`src/rtl/intra_dc_residual_pkg.sv`:
```
// Shared definitions for the intra DC residual stage: pixel depth,
// component codes and FSM state encodings.
package intra_dc_residual_pkg;

  localparam int DEF_BIT_DEPTH = 8;

  localparam logic [1:0] COMP_Y = 2'd0;
  localparam logic [1:0] COMP_U = 2'd1;
  localparam logic [1:0] COMP_V = 2'd2;

  typedef enum logic [2:0] {
    ST_IDLE  = 3'd0,
    ST_LUMA  = 3'd1,
    ST_CHR_U = 3'd2,
    ST_CHR_V = 3'd3,
    ST_FLUSH = 3'd4,
    ST_DONE  = 3'd5
  } state_t;

endpackage

```
`src/rtl/intra_abs_diff4.sv`:
```
// Four-lane signed difference (cur - pred) plus the sum of absolute
// differences; purely combinational so other intra modes can reuse it.
module intra_abs_diff4 #(
  parameter int BIT_DEPTH = 8
) (
  input  logic [4*BIT_DEPTH-1:0]     i_cur_row,
  input  logic [4*BIT_DEPTH-1:0]     i_pred_row,
  output logic [4*(BIT_DEPTH+1)-1:0] o_diff_row,
  output logic [11:0]                o_abs_sum
);

  logic [BIT_DEPTH-1:0] w_abs [4];

  for (genvar gi = 0; gi < 4; gi++) begin : g_lane
    logic [BIT_DEPTH:0] w_diff;
    logic [BIT_DEPTH:0] w_neg;
    assign w_diff = {1'b0, i_cur_row[gi*BIT_DEPTH +: BIT_DEPTH]}
                  - {1'b0, i_pred_row[gi*BIT_DEPTH +: BIT_DEPTH]};
    assign w_neg  = -w_diff;
    // |diff| never exceeds 2^BIT_DEPTH-1, so the sign bit can be dropped
    assign w_abs[gi] = w_diff[BIT_DEPTH] ? w_neg[BIT_DEPTH-1:0] : w_diff[BIT_DEPTH-1:0];
    assign o_diff_row[gi*(BIT_DEPTH+1) +: BIT_DEPTH+1] = w_diff;
  end

  assign o_abs_sum = 12'(w_abs[0]) + 12'(w_abs[1]) + 12'(w_abs[2]) + 12'(w_abs[3]);

endmodule

```
`src/rtl/intra_dc_residual.sv`:
```
// Streams one MB (Y 16 blocks, U 4, V 4) of 4-pixel beats against the DC
// predictor, emitting prediction/residual rows and running SADs.
module intra_dc_residual
  import intra_dc_residual_pkg::*;
#(
  parameter int BIT_DEPTH = DEF_BIT_DEPTH
) (
  input  logic                       clk,
  input  logic                       rst_n,
  input  logic                       i_start,
  input  logic [BIT_DEPTH-1:0]       i_dc_y,
  input  logic [BIT_DEPTH-1:0]       i_dc_u,
  input  logic [BIT_DEPTH-1:0]       i_dc_v,
  output logic [1:0]                 o_uv_blk,
  input  logic                       i_cur_valid,
  output logic                       o_cur_ready,
  input  logic [4*BIT_DEPTH-1:0]     i_cur_row,
  output logic                       o_res_valid,
  input  logic                       i_res_ready,
  output logic [4*BIT_DEPTH-1:0]     o_pred_row,
  output logic [4*(BIT_DEPTH+1)-1:0] o_res_row,
  output logic [1:0]                 o_res_comp,
  output logic [3:0]                 o_res_blk,
  output logic [1:0]                 o_res_line,
  output logic [15:0]                o_sad_y,
  output logic [15:0]                o_sad_uv,
  output logic                       o_done
);

  state_t r_state, w_state_next;
  logic [3:0] r_blk;
  logic [1:0] r_line;
  logic       r_res_valid;
  logic [4*BIT_DEPTH-1:0]     r_pred_row;
  logic [4*(BIT_DEPTH+1)-1:0] r_res_row;
  logic [1:0]  r_res_comp;
  logic [3:0]  r_res_blk;
  logic [1:0]  r_res_line;
  logic [15:0] r_sad_y, r_sad_uv;

  logic                       w_in_data, w_hs_in, w_hs_out, w_last_beat;
  logic [BIT_DEPTH-1:0]       w_dc;
  logic [1:0]                 w_comp;
  logic [4*BIT_DEPTH-1:0]     w_pred_row;
  logic [4*(BIT_DEPTH+1)-1:0] w_diff_row;
  logic [11:0]                w_abs_sum;

  assign w_in_data   = (r_state == ST_LUMA) || (r_state == ST_CHR_U) || (r_state == ST_CHR_V);
  assign o_cur_ready = w_in_data && (!r_res_valid || i_res_ready);
  assign w_hs_in     = i_cur_valid && o_cur_ready;
  assign w_hs_out    = r_res_valid && i_res_ready;
  assign w_last_beat = (r_line == 2'd3) && (r_blk == ((r_state == ST_LUMA) ? 4'd15 : 4'd3));
  assign o_uv_blk    = (r_state == ST_CHR_U || r_state == ST_CHR_V) ? r_blk[1:0] : 2'd0;

  always_comb begin
    w_dc   = i_dc_v;
    w_comp = COMP_V;
    case (r_state)
      ST_LUMA:  begin w_dc = i_dc_y; w_comp = COMP_Y; end
      ST_CHR_U: begin w_dc = i_dc_u; w_comp = COMP_U; end
      default:  ;
    endcase
  end

  assign w_pred_row = {4{w_dc}};

  intra_abs_diff4 #(.BIT_DEPTH(BIT_DEPTH)) u_abs_diff4 (
    .i_cur_row  (i_cur_row),
    .i_pred_row (w_pred_row),
    .o_diff_row (w_diff_row),
    .o_abs_sum  (w_abs_sum)
  );

  always_comb begin
    w_state_next = r_state;
    case (r_state)
      ST_IDLE:  if (i_start) w_state_next = ST_LUMA;
      ST_LUMA:  if (w_hs_in && w_last_beat) w_state_next = ST_CHR_U;
      ST_CHR_U: if (w_hs_in && w_last_beat) w_state_next = ST_CHR_V;
      ST_CHR_V: if (w_hs_in && w_last_beat) w_state_next = ST_FLUSH;
      ST_FLUSH: if (w_hs_out) w_state_next = ST_DONE;
      ST_DONE:  w_state_next = ST_IDLE;
      default:  w_state_next = ST_IDLE;
    endcase
  end

  always_ff @(posedge clk or negedge rst_n) begin
    if (!rst_n) begin
      r_state     <= ST_IDLE;
      r_blk       <= '0;
      r_line      <= '0;
      r_res_valid <= 1'b0;
      r_pred_row  <= '0;
      r_res_row   <= '0;
      r_res_comp  <= '0;
      r_res_blk   <= '0;
      r_res_line  <= '0;
      r_sad_y     <= '0;
      r_sad_uv    <= '0;
    end else begin
      r_state <= w_state_next;
      if (r_state == ST_IDLE && i_start) begin
        r_blk    <= '0;
        r_line   <= '0;
        r_sad_y  <= '0;
        r_sad_uv <= '0;
      end
      if (w_hs_in) begin
        // line advances first; blk wraps to 0 at each component boundary
        r_line <= r_line + 2'd1;
        if (r_line == 2'd3) r_blk <= w_last_beat ? 4'd0 : r_blk + 4'd1;
        r_pred_row <= w_pred_row;
        r_res_row  <= w_diff_row;
        r_res_comp <= w_comp;
        r_res_blk  <= r_blk;
        r_res_line <= r_line;
        if (r_state == ST_LUMA) r_sad_y  <= r_sad_y  + 16'(w_abs_sum);
        else                    r_sad_uv <= r_sad_uv + 16'(w_abs_sum);
      end
      if (w_hs_in)       r_res_valid <= 1'b1;
      else if (w_hs_out) r_res_valid <= 1'b0;
    end
  end

  assign o_res_valid = r_res_valid;
  assign o_pred_row  = r_pred_row;
  assign o_res_row   = r_res_row;
  assign o_res_comp  = r_res_comp;
  assign o_res_blk   = r_res_blk;
  assign o_res_line  = r_res_line;
  assign o_sad_y     = r_sad_y;
  assign o_sad_uv    = r_sad_uv;
  assign o_done      = (r_state == ST_DONE);

endmodule

```
`config.mk`:
```
export PLATFORM = sky130hd
export DESIGN_NAME = intra_dc_residual
export DESIGN_NICKNAME = d
export VERILOG_FILES = /design/src/rtl/intra_dc_residual_pkg.sv /design/src/rtl/intra_abs_diff4.sv /design/src/rtl/intra_dc_residual.sv
export SDC_FILE = /design/constraint.sdc
export NUM_CORES = 1
export LEC_CHECK = 0
export BUFFER_PORTS_ARGS = -buffer_cell sky130_fd_sc_hd__buf_4
export CAP_MARGIN = 10
export CORE_MARGIN = 2
export CORE_UTILIZATION = 55
export CTS_BUF_LIST = sky130_fd_sc_hd__clkbuf_8
export CTS_CLUSTER_DIAMETER = 200
export CTS_CLUSTER_SIZE = 25
export DETAILED_ROUTE_END_ITERATION = 16
export GPL_TIMING_DRIVEN = 0
export HOLD_SLACK_MARGIN = 0.02
export PLACE_DENSITY = 0.86
export SYNTH_ARGS = -nofsm -noshare
export SYNTH_HDL_FRONTEND = slang
export SYNTH_HIERARCHICAL = 1
export SYNTH_SLANG_ARGS = --single-unit
```
`constraint.sdc`:
```
create_clock -name clk -period 7.8 [get_ports clk]
set_input_delay 1.56 -clock clk [delete_from_list [all_inputs] [get_ports clk]]
set_output_delay 1.56 -clock clk [all_outputs]
set_load 0.005 [all_outputs]
```
# After elaboration in Yosys (flattened, before gate mapping)
# Cells that the tools add are included.
[totals]
reg_bits = 118
latch_bits = 0
ramBits = 0
rom_bits = 0
input_bits = 61
out_inout_bits = 113
elab_cells = 81
mem_count = 0
[classes]
add_sub_neg = 15
n_mul = 0
n_div = 0
order_cmp = 0
eq_ne = 12
n_shift = 0
muxes = 28
bitwise_logic = 0
n_reduce_logical = 15
[op_table]
columns = ["operator", "n"]
rows = [
  ["$mux W16", 6],
  ["$sub A8 B8 Y9", 4],
  ["$add A16 B12 Y16", 2],
  ["$mux W8", 4],
  ["$neg A8 Y8", 4],
  ["$add A12 B8 Y12", 2],
  ["$mux W4", 5],
  ["$pmux W8 S2", 1],
  ["$mux W3", 5],
  ["$pmux W3 S5", 1],
  ["$add A8 B8 Y9", 1],
  ["$eq A3 B2 Y1 const B", 2],
  ["$eq A3 B3 Y1 const B", 2],
  ["$logic_and A1 B1 Y1", 6],
  ["$mux W2", 3],
  ["$ne A2 B1 Y1 const B", 3],
  ["$reduce_and A5 Y1", 1],
  ["$add A4 B1 Y4 const B", 1],
  ["$eq A4 B4 Y1", 1],
  ["$logic_or A1 B1 Y1", 4],
  ["$ne A2 B2 Y1 const B", 2],
  ["$pmux W2 S2", 1],
  ["$reduce_bool A2 Y1", 2],
  ["$eq A3 B1 Y1 const B", 1],
  ["5 further kinds", 6],
]

# Longest topological paths before layout
# Gate-level depths: netlist of run 1.
[logic_depth]
ltp_word = 11
depth_mapped = 33
ltp_nobuf = 30

# Hierarchy
# Netlist of run 1, hierarchy kept.
[by_module_without_submodules]
columns = ["mod", "n_inst", "cells_each", "area_each_um2"]
rows = [
  ["intra_dc_residual", 1, 517, 5355.1],
  ["intra_abs_diff4", 1, 366, 2692.6],
]

# Worst setup path before layout of run 1
# No wires, ideal clock.
[synth_timing]
path_type = "input to register"
start = "input port i_dc_u[1]"
end = "register r_sad_uv[13] (netlist: o_sad_uv[13])"
arrival_ns = 7.521
required_time_ns = 7.673
setup_slack_ns = 0.152
path_stages = 27
n_path_buf = 1
path_cell_list = "a22oi_1 o21ai_0 inv_1 fa_1 a211oi_1 o21ai_0 a21oi_1 o21bai_1 nor2_1 xnor2_1 fa_1 inv_1 fa_1 inv_1 ha_1 a21o_1 a21oi_1 nor2b_1 o21a_1 o41ai_1 xnor2_1 ha_1 clkbuf_1 and3_1 a311oi_1 a2111oi_0 a311o_1"
[synth_between]
elab_chain_cells = 10
[synth_lines]
columns = ["element", "line", "rtl"]
rows = [
  ["start, declared", "intra_dc_residual.sv:12", "input logic [BIT_DEPTH-1:0] i_dc_u,"],
  ["$pmux W8 S2 *", "intra_dc_residual.sv:58", "case (r_state)"],
  ["named net w_dc[1]", "intra_dc_residual.sv:42", "logic [BIT_DEPTH-1:0] w_dc;"],
  ["$sub A8 B8 Y9", "intra_abs_diff4.sv:18", "- {1'b0, i_pred_row[gi*BIT_DEPTH +: BIT_DEPTH]};"],
  ["$neg A8 Y8", "intra_abs_diff4.sv:19", "assign w_neg = -w_diff;"],
  ["$mux W8", "intra_abs_diff4.sv:21", "assign w_abs[gi] = w_diff[BIT_DEPTH] ? w_neg[BIT_DEPTH-1:0] : w_diff[BIT_DEPTH-1:0];"],
  ["$add A8 B8 Y9", "intra_abs_diff4.sv:25", "assign o_abs_sum = 12'(w_abs[0]) + 12'(w_abs[1]) + 12'(w_abs[2]) + 12'(w_abs[3]);"],
  ["$add A12 B8 Y12", "intra_abs_diff4.sv:25", ""],
  ["$add A12 B8 Y12 *", "intra_abs_diff4.sv:25", ""],
  ["named net w_abs_sum[8]", "intra_dc_residual.sv:46", "logic [11:0] w_abs_sum;"],
  ["$add A16 B12 Y16 *", "intra_dc_residual.sv:118", "else r_sad_uv <= r_sad_uv + 16'(w_abs_sum);"],
  ["$mux W16 *", "intra_dc_residual.sv:117", "if (r_state == ST_LUMA) r_sad_y <= r_sad_y + 16'(w_abs_sum);"],
  ["$mux W16 *", "intra_dc_residual.sv:108", "if (w_hs_in) begin"],
  ["end signal, assigned", "intra_dc_residual.sv:118", ""],
  ["end, declared", "intra_dc_residual.sv:39", "logic [15:0] r_sad_y, r_sad_uv;"],
]
# The timed path passes the listed nets; every way through them passes the cells marked *.
# A chain may end at the register's enable or synchronous reset.

# Worst setup path in the final report of run 1
[layout_timing]
start = "input port i_dc_u[0]"
end = "register r_sad_y[11] (netlist: o_sad_y[11])"
[layout_lines]
columns = ["element", "line", "rtl"]
rows = [
  ["$pmux W8 S2", "intra_dc_residual.sv:58", ""],
  ["named net w_dc[0]", "intra_dc_residual.sv:42", ""],
  ["$sub A8 B8 Y9", "intra_abs_diff4.sv:18", ""],
  ["named net w_diff_row[35]", "intra_dc_residual.sv:45", "logic [4*(BIT_DEPTH+1)-1:0] w_diff_row;"],
  ["$mux W8", "intra_abs_diff4.sv:21", ""],
  ["$add A12 B8 Y12", "intra_abs_diff4.sv:25", ""],
  ["named net w_abs_sum[7]", "intra_dc_residual.sv:46", ""],
  ["$add A16 B12 Y16", "intra_dc_residual.sv:117", ""],
  ["$mux W16", "intra_dc_residual.sv:117", ""],
  ["$mux W16", "intra_dc_residual.sv:108", ""],
  ["end signal, assigned", "intra_dc_residual.sv:117", ""],
  ["end, declared", "intra_dc_residual.sv:39", ""],
]
# The timed path passes the listed nets, and every way through them passes these cells.

==> results of run 1 <==
## state kept, by name (all words and copies together) (netlist names)
register and flops:
o_res_line 2, o_res_comp 2, o_sad_y 16, o_pred_row 8, r_line 2, o_res_blk 4
o_sad_uv 16, r_blk 4, r_state 3, o_res_valid 1, o_res_row 36
## layout make-up
| cell class | count | area (um^2) |
|---|---|---|
| Inverter | 99 | 371.6 |
| Clock inverter | 7 | 81.33 |
| Sequential cell | 94 | 2352 |
| Timing Repair Buffer | 186 | 1414 |
| Fill cell | 1081 | 4299 |
| Clock buffer | 9 | 123.9 |
| Multi-Input combinational cell | 639 | 5249 |
| Tap cell | 184 | 230.2 |
| Buffer | 50 | 302.8 |
## cell usage after synthesis, types with 8 or more instances
cell / number / area (um^2)
inv_1: 97 / 364.1
dfrtp_1: 94 / 2352
ha_1: 71 / 888.4
nor2_1: 56 / 210.2
mux2_2: 50 / 563.0
a21oi_1: 47 / 235.2
nand2_1: 47 / 176.4
o21ai_0: 44 / 220.2
nand3_1: 43 / 215.2
xnor2_1: 32 / 280.3
xor2_1: 27 / 236.5
buf_4: 26 / 195.2
fa_1: 22 / 440.4
clkbuf_1: 14 / 52.55
mux2i_1: 14 / 140.1
a211oi_1: 13 / 97.59
o21bai_1: 11 / 82.58
and2_1: 9 / 56.30
nand2b_1: 9 / 56.30
nor2b_1: 9 / 56.30
a21o_1: 8 / 60.06
a22oi_1: 8 / 60.06
nand4_1: 8 / 50.05
nor3_1: 8 / 40.04
o211ai_1: 8 / 60.06
o21a_1: 8 / 60.06
## cell families after synthesis
logic type	after synthesis	synth area share (%)
xor+xnor	62	7.027
flops	94	29.23
simple gates	222	13.71
buf+inv	151	8.458
mux	65	8.877
compound gates	195	16.14
other cells	1	0.04660
fa+ha+maj	93	16.51
## worst register-to-register path: cells and delay by family (launching register included)
family	cells	cell delay [ns]
AND/OR/NAND/NOR	4	0.75
buffers and inverters	4	0.72
adder cells (fa/ha/maj)	7	2.45
multiplexers	1	0.21
flip-flops	1	0.42
XOR/XNOR	1	0.17
AO/OA/AOI/OAI	13	2.63
## layer usage
layer / vias up / routed length (um) / global-route usage [%] / share of wire (%)
met2: 308 / 10690 / 46.42 / 50
met4: 0 / 522 / 8.431 / 2.4
li1: 3452 / - / - / -
met5: - / 0 / 0 / 0
met1: 3500 / 8840 / 34.61 / 41
met3: 42 / 1526 / 4.878 / 7.1
## how the worst max path moves through the flow
stage	startpoint	end	slack, ns
after floorplan	i_dc_u[1]	o_sad_uv[13]	0.15
after global placement	i_dc_u[1]	o_sad_uv[13]	-1.41
after detailed placement	i_dc_u[0]	o_sad_uv[13]	-1.45
after CTS	i_dc_u[1]	o_sad_uv[9]	0.02
after global routing	i_dc_u[1]	o_sad_y[11]	-0.14
final	i_dc_u[0]	o_sad_y[11]	0.16
## through the flow
step | TNS, ns | cell area (um^2)
2_1_floorplan | 0 | 8051
3_3_place_gp | -18.25 | 9580
3_5_place_dp | -18.89 | 9585
4_1_cts | 0 | 9886
5_1_grt | -0.1903 | 10120
6_report | 0 | 10120
## repair_timing
item | CTS | global route
endpoints found under the setup margin | 18 | 16
hold buffers | 0 | 0
pin swaps | 3 | 16
resized for setup | 24 | 34
buffers inserted | 3 | 8
==> impl_metrics.json, run 1 <==
{
  "cp.arrival_ns": 7.91,
  "drc": 0,
  "die_w_um": 125.0,
  "reg2reg_depth": 30,
  "layout_common_cells": "buf_4, inv_1, dfrtp_1, ha_1, nor2_1",
  "num_rows": 44,
  "io_pins": 174,
  "final_common_cell": "buf_4",
  "startpoint_type": "input port",
  "core_area_um2": 14420,
  "r2r_setup_slack_ns": 0.33,
  "place.gp.congestion": 0.9004,
  "dp_hpwl_mm": 16.30,
  "worst_pin_slew_ns": 0.8931,
  "finalCritPeriodShare_pct": 97.98,
  "dpl_worst_slack_ns": -1.451,
  "min_from": "o_sad_y[15]",
  "seq_area_frac_synth_pct": 29.23,
  "finalMaxSlewViolations": 0,
  "min_delay_worst_endpoint": "o_sad_y[15]",
  "grt_max_degree": 95,
  "viasPerCell": 5.759,
  "outcome": "finished clean",
  "antenna_found_initial": 0,
  "r2r_start": "r_state[1]",
  "ant_nets": 0,
  "r2r_end": "o_sad_y[11]",
  "synth_edf_count": 0,
  "min_period_ns": 7.642,
  "grt_use_total_pct": 26.94,
  "postSynthCellCount": 883,
  "final_core_util_pct": 70.19,
  "crit_type": "input port to flop",
  "syn_avg_cell_area_um2": 9.114,
  "async_reset_ff_share_pct": 100.0,
  "fin_skew_ns": 0.01863,
  "ys_types": 74,
  "overflow": 0,
  "cts_max_level": 3,
  "netlist_area_um2": 8048,
  "cts_tree": "done",
  "cts_root_buf": "clkbuf_8",
  "hold_slack_ns": 0.4900,
  "cts.sinks": 94,
  "path_max_fanout": 8,
  "die_area_um2": 15620,
  "hold_class": "flop to flop",
  "yosys_warnings": 6,
  "crit_slowest_cell": "fa_1",
  "drt_iter0_markers": 468,
  "cts_max_path_buffers": 2,
  "die_h_um": 125.0,
  "max_freq_mhz": 130.9,
  "postRouteWirelength_mm": 21.58,
  "path_buf_inv": 3,
  "vias": 7302,
  "syn_to_final_growth_pct": 25.81,
  "cp.required_ns": 8.07,
  "fin_ws_ns": 0.1578,
  "max_slew_margin_pct": 39.70,
  "num-nets-final": 1233,
  "wl_per_cell_um": 17.02,
  "critPathTopFamily": "adder cells",
  "synth_seq_cells": 94,
  "dp.cells": 1242,
  "slowest_delay_ns": 0.55,
  "cts.clk_slew.worst_paths_ns": 0.11,
  "n_antenna_cell": 0,
  "ys.flop_type": "dfrtp_1",
  "grt_pass1_wl_mm": 34.27,
  "cts_made_buffers": 9,
  "maxCapViolations": 0,
  "clk_latency_ns": 0.40,
  "final_cells": 1268,
  "cp_num_cells": 28,
  "start_util_pct": 55.79,
  "drt_first_pass_iters": 7,
  "finalSetupViolCount": 0,
  "layout-drive-gt1-share_pct": 31.73,
  "grt_pass1_vias": 6932,
  "port_buffers": 173,
  "endpoint_kind": "flop",
  "hold_viol": 0,
  "hold_depth": 1
}
Power of run 1 is left out: the tool's default activity adds up to more than one toggle a clock period on the data nets, which glitch-free logic cannot reach.
==> inputs of run 2 (changes only) <==
--- a/config.mk
+++ b/config.mk
@@ -8,14 +8,14 @@
 export BUFFER_PORTS_ARGS = -buffer_cell sky130_fd_sc_hd__buf_4
 export CAP_MARGIN = 10
 export CORE_MARGIN = 2
-export CORE_UTILIZATION = 55
+export CORE_UTILIZATION = 52
 export CTS_BUF_LIST = sky130_fd_sc_hd__clkbuf_8
 export CTS_CLUSTER_DIAMETER = 200
 export CTS_CLUSTER_SIZE = 25
 export DETAILED_ROUTE_END_ITERATION = 16
 export GPL_TIMING_DRIVEN = 0
 export HOLD_SLACK_MARGIN = 0.02
-export PLACE_DENSITY = 0.86
+export PLACE_DENSITY = 0.85
 export SYNTH_ARGS = -nofsm -noshare
 export SYNTH_HDL_FRONTEND = slang
 export SYNTH_HIERARCHICAL = 1
==> constraint.sdc (replaced) <==
create_clock -name clk -period 6.2 [get_ports clk]
set_input_delay 1.24 -clock clk [delete_from_list [all_inputs] [get_ports clk]]
set_output_delay 1.24 -clock clk [all_outputs]
set_load 0.005 [all_outputs]
==> impl_metrics.json, run 2 (synthesized netlist as in run 1, its figures left out) <==
{
  "outcome": "finished, violations left",
  "violations": "setup timing",
  "r2r_setup_slack_ns": -0.85,
  "die_h_um": 128.4,
  "place.gp.congestion": 0.9056,
  "start_util_pct": 53.14,
  "cp.required_ns": 6.50,
  "final_common_cell": "buf_4",
  "worst_pin_slew_ns": 1.025,
  "hold_viol": 0,
  "drt_first_pass_iters": 5,
  "die_w_um": 128.4,
  "port_buffers": 173,
  "hold_slack_ns": 0.4873,
  "wl_per_cell_um": 19.07,
  "finalSetupViolCount": 21,
  "layout-drive-gt1-share_pct": 44.43,
  "fin_ws_ns": -0.8711,
  "crit_slowest_cell": "fa_1",
  "grt_use_total_pct": 28.66,
  "cts_max_path_buffers": 2,
  "cts_tree": "done",
  "antenna_found_initial": 0,
  "cts_root_buf": "clkbuf_8",
  "tns_ns": -13.08,
  "io_pins": 174,
  "overflow": 0,
  "crit_path_start": "i_dc_u[0]",
  "clk_latency_ns": 0.42,
  "endpoint_kind": "flop",
  "max_freq_mhz": 141.4,
  "grt_pass1_wl_mm": 37.23,
  "crit_path_end": "o_sad_uv[13]",
  "ant_nets": 0,
  "max_slew_margin_pct": 30.93,
  "viasPerCell": 5.854,
  "r2r_start": "r_state[1]",
  "startpoint_type": "input port",
  "largest_reg_flops": 36,
  "slowest_delay_ns": 0.60,
  "reg2reg_depth": 35,
  "finalCritPeriodShare_pct": 114.1,
  "drt_iter0_markers": 495,
  "final_cells": 1338,
  "cp_common_cell": "ha_4",
  "fin_skew_ns": 0.01895,
  "rsz0062_at_grt": "yes",
  "cts.clk_slew.worst_paths_ns": 0.10,
  "num-nets-final": 1299,
  "final_core_util_pct": 76.03,
  "n_antenna_cell": 0,
  "min_period_ns": 7.071,
  "drc": 0,
  "cts.sinks": 94,
  "die_area_um2": 16490,
  "layout_common_cells": "buf_4, dfrtp_1, inv_1, mux2_2, nor2_1",
  "hold_class": "flop to flop",
  "path_max_fanout": 7,
  "cp.arrival_ns": 7.37,
  "syn_to_final_growth_pct": 43.08,
  "finalMaxSlewViolations": 0,
  "vias": 7832,
  "grt_max_degree": 95,
  "cts_max_level": 3,
  "r2r_end": "o_sad_uv[13]",
  "dp.cells": 1245,
  "maxCapViolations": 0,
  "num_rows": 45,
  "core_area_um2": 15150,
  "cts_made_buffers": 9,
  "dp_hpwl_mm": 16.32,
  "postRouteWirelength_mm": 25.51,
  "crit_type": "input port to flop",
  "grt_pass1_vias": 7571
}
-- run 2: worst min-delay path by stage --
stage,startpoint,endpoint,cells after the start
after floorplan,o_sad_y[15],o_sad_y[15],1
after global placement,o_sad_y[15],o_sad_y[15],1
after detailed placement,o_sad_y[15],o_sad_y[15],1
after CTS,o_sad_y[15],o_sad_y[15],1
after global routing,o_sad_y[15],o_sad_y[15],1
final,o_sad_y[15],o_sad_y[15],1
-- run 2: critical path, delay by kind of cell --
kind / cells / cell delay (ns)
adder cells (fa/ha/maj): 6 / 2.22
buffers and inverters: 6 / 0.68
AND/OR/NAND/NOR: 5 / 0.64
XOR/XNOR: 2 / 0.26
AO/OA/AOI/OAI: 12 / 2.30
-- run 2: what timing repair did --
item                                    in CTS  in global routing
setup buffers                               57                 24
endpoints found under the hold margin        0                  0
hold buffers                                 0                  0
pin swaps                                   74                 72
endpoints found under the setup margin      28                 24
resized for setup                          119                 69
-- run 2: per-layer routing --
layer  global-route usage [%]  wire, um  share of wire [%]
met1                    33.97      9915                 39
met2                    49.72     12950                 51
met4                    14.29      1052                4.1
met3                    5.696      1598                6.3
met5                        0         0                  0
-- run 2: through the flow --
step	instance area (um^2)	setup WS (ns)
after floorplan	8207	-0.6848
after global placement	9741	-1.899
after detailed placement	9741	-1.973
after CTS	10940	-0.6099
after global routing	11510	-1.093
final	11510	-0.8711
-- run 2: cell type report --
type	instances	area, um^2
plain buffers	48	324.1
clock buffers	9	123.9
clock inverters	7	90.09
fillers	958	3631
inverters	99	371.6
multi-input cells	639	6026
flip-flops and latches	94	2352
well taps	188	235.2
repair buffers	254	1992
Power of run 2 is left out for the same reason.
==> inputs of run 3 (changes only) <==
--- a/config.mk
+++ b/config.mk
@@ -15,7 +15,9 @@
 export DETAILED_ROUTE_END_ITERATION = 16
 export GPL_TIMING_DRIVEN = 0
 export HOLD_SLACK_MARGIN = 0.02
+export MAX_ROUTING_LAYER = met4
 export PLACE_DENSITY = 0.85
+export REMOVE_ABC_BUFFERS = 1
 export SYNTH_ARGS = -nofsm -noshare
 export SYNTH_HDL_FRONTEND = slang
 export SYNTH_HIERARCHICAL = 1
==> constraint.sdc (replaced) <==
create_clock -name clk -period 6.2 [get_ports clk]
set_input_delay 0.62 -clock clk [delete_from_list [all_inputs] [get_ports clk]]
set_output_delay 0.62 -clock clk [all_outputs]
set_load 0.005 [all_outputs]
==> impl_metrics.json, run 3 (synthesized netlist as in run 1, its figures left out) <==
{
  "met3WireLength_mm": 1.492,
  "cts_tree": "done",
  "crit_slowest_cell": "fa_1",
  "finalSetupViolCount": 19,
  "port_buffers": 173,
  "start_util_pct": 53.14,
  "cts_root_buf": "clkbuf_8",
  "postRouteWirelength_mm": 24.27,
  "num-nets-final": 1229,
  "die_w_um": 128.4,
  "max_freq_mhz": 144.7,
  "crit_type": "flop to flop",
  "violations": "setup timing",
  "startpoint_type": "flop",
  "dp_hpwl_mm": 15.59,
  "cp.arrival_ns": 7.24,
  "endpoint_kind": "flop",
  "wl_met1_mm": 9.481,
  "min_period_ns": 6.912,
  "die_h_um": 128.4,
  "hold_class": "input port to asynchronous set/reset pin",
  "grt_pass1_vias": 7278,
  "num_rows": 45,
  "vias": 7575,
  "slowest_delay_ns": 0.57,
  "largest_reg_flops": 36,
  "fin_ws_ns": -0.7121,
  "io_pins": 174,
  "overflow": 0,
  "place.gp.congestion": 0.8835,
  "antenna_found_initial": 0,
  "grt_max_degree": 95,
  "cts.sinks": 94,
  "finalMaxSlewViolations": 0,
  "n_antenna_cell": 0,
  "layout-drive-gt1-share_pct": 40.93,
  "final_common_cell": "buf_4",
  "wl_per_cell_um": 19.14,
  "syn_to_final_growth_pct": 35.09,
  "clk_latency_ns": 0.40,
  "cts_hold_buf": 0,
  "fin_skew_ns": 0.01711,
  "drt_first_pass_iters": 5,
  "highest_layer": "met4",
  "outcome": "finished, violations left",
  "wl_met2_mm": 12.16,
  "viasPerCell": 5.974,
  "finalCritPeriodShare_pct": 111.5,
  "core_area_um2": 15150,
  "path_max_fanout": 8,
  "ant_nets": 0,
  "max_slew_margin_pct": 36.57,
  "cp.required_ns": 6.53,
  "maxCapViolations": 0,
  "rsz0062_at_grt": "yes",
  "drc": 0,
  "cts.clk_slew.worst_paths_ns": 0.10,
  "dp.cells": 1196,
  "grt_pass1_wl_mm": 36.18,
  "layout_common_cells": "buf_4, inv_1, dfrtp_1, nor2_1, mux2_2",
  "final_cells": 1268,
  "grt_use_total_pct": 28.62,
  "worst_pin_slew_ns": 0.9488,
  "cts_made_buffers": 9,
  "cts_max_level": 3,
  "drt_iter0_markers": 530,
  "hold_viol": 0,
  "cts_max_path_buffers": 2,
  "die_area_um2": 16490
}
-- run 3: repair_timing --
item	CTS	global route
pin swaps	52	50
endpoints found under the hold margin	0	0
cloned	2	0
gates resized for setup	113	86
setup endpoints to repair	30	25
setup buffers	34	21
-- run 3: cell type report --
class                   instances  area, um^2
fillers                      1022        4274
multi-input cells             641        5932
inverters                      99       371.6
flip-flops and latches         94        2359
well taps                     188       235.2
clock inverters                 5       26.28
clock buffers                  11       151.4
repair buffers                230        1797
-- run 3: metal layers --
layer	vias to the layer above	GRT usage [%]
met2	385	48.37
li1	3430	-
met4	0	13.12
met1	3656	34.35
met5	-	-
met3	104	3.410
-- run 3: critical path: cells and delay by family (launching register included) --
| kind | cells | cell delay (ns) |
|---|---|---|
| AND/OR/NAND/NOR | 3 | 0.38 |
| AO/OA/AOI/OAI | 13 | 2.38 |
| adder cells (fa/ha/maj) | 6 | 2.37 |
| multiplexers | 2 | 0.40 |
| buffers and inverters | 6 | 0.69 |
| flip-flops | 1 | 0.48 |
| XOR/XNOR | 1 | 0.12 |
-- run 3: worst paths after layout --
path / from / endpoint / slack [ns] / depth (start not counted)
setup / recovery: r_state[1] / o_sad_uv[12] / -0.71 / 31
hold / removal: rst_n / o_sad_y[13] / 0.20 / 1
setup reg to reg: r_state[1] / o_sad_uv[12] / -0.71 / 31
hold reg to reg: o_sad_y[15] / o_sad_y[15] / 0.48 / 1
max in group asynchronous: rst_n / o_pred_row[26] / 5.31 / 2
min in group clk: o_sad_y[15] / o_sad_y[15] / 0.48 / 1
-- run 3: stage by stage --
step / worst slack (ns) / cell area (um^2) / util (%) / TNS, ns / hold slack (ns)
after floorplan: -0.9731 / 7742 / - / -11.86 / 0.3244
after global placement: -2.456 / 9276 / 61.25 / -45.79 / 0.4650
after detailed placement: -2.619 / 9308 / 61.45 / -51.36 / 0.4714
after CTS: -0.6486 / 10270 / 67.80 / -7.738 / 0.4850
after global routing: -0.8801 / 10870 / 71.78 / -13.46 / 0.2514
final: -0.7121 / 10870 / 71.78 / -10.02 / 0.2037
Power of run 3 is left out for the same reason.
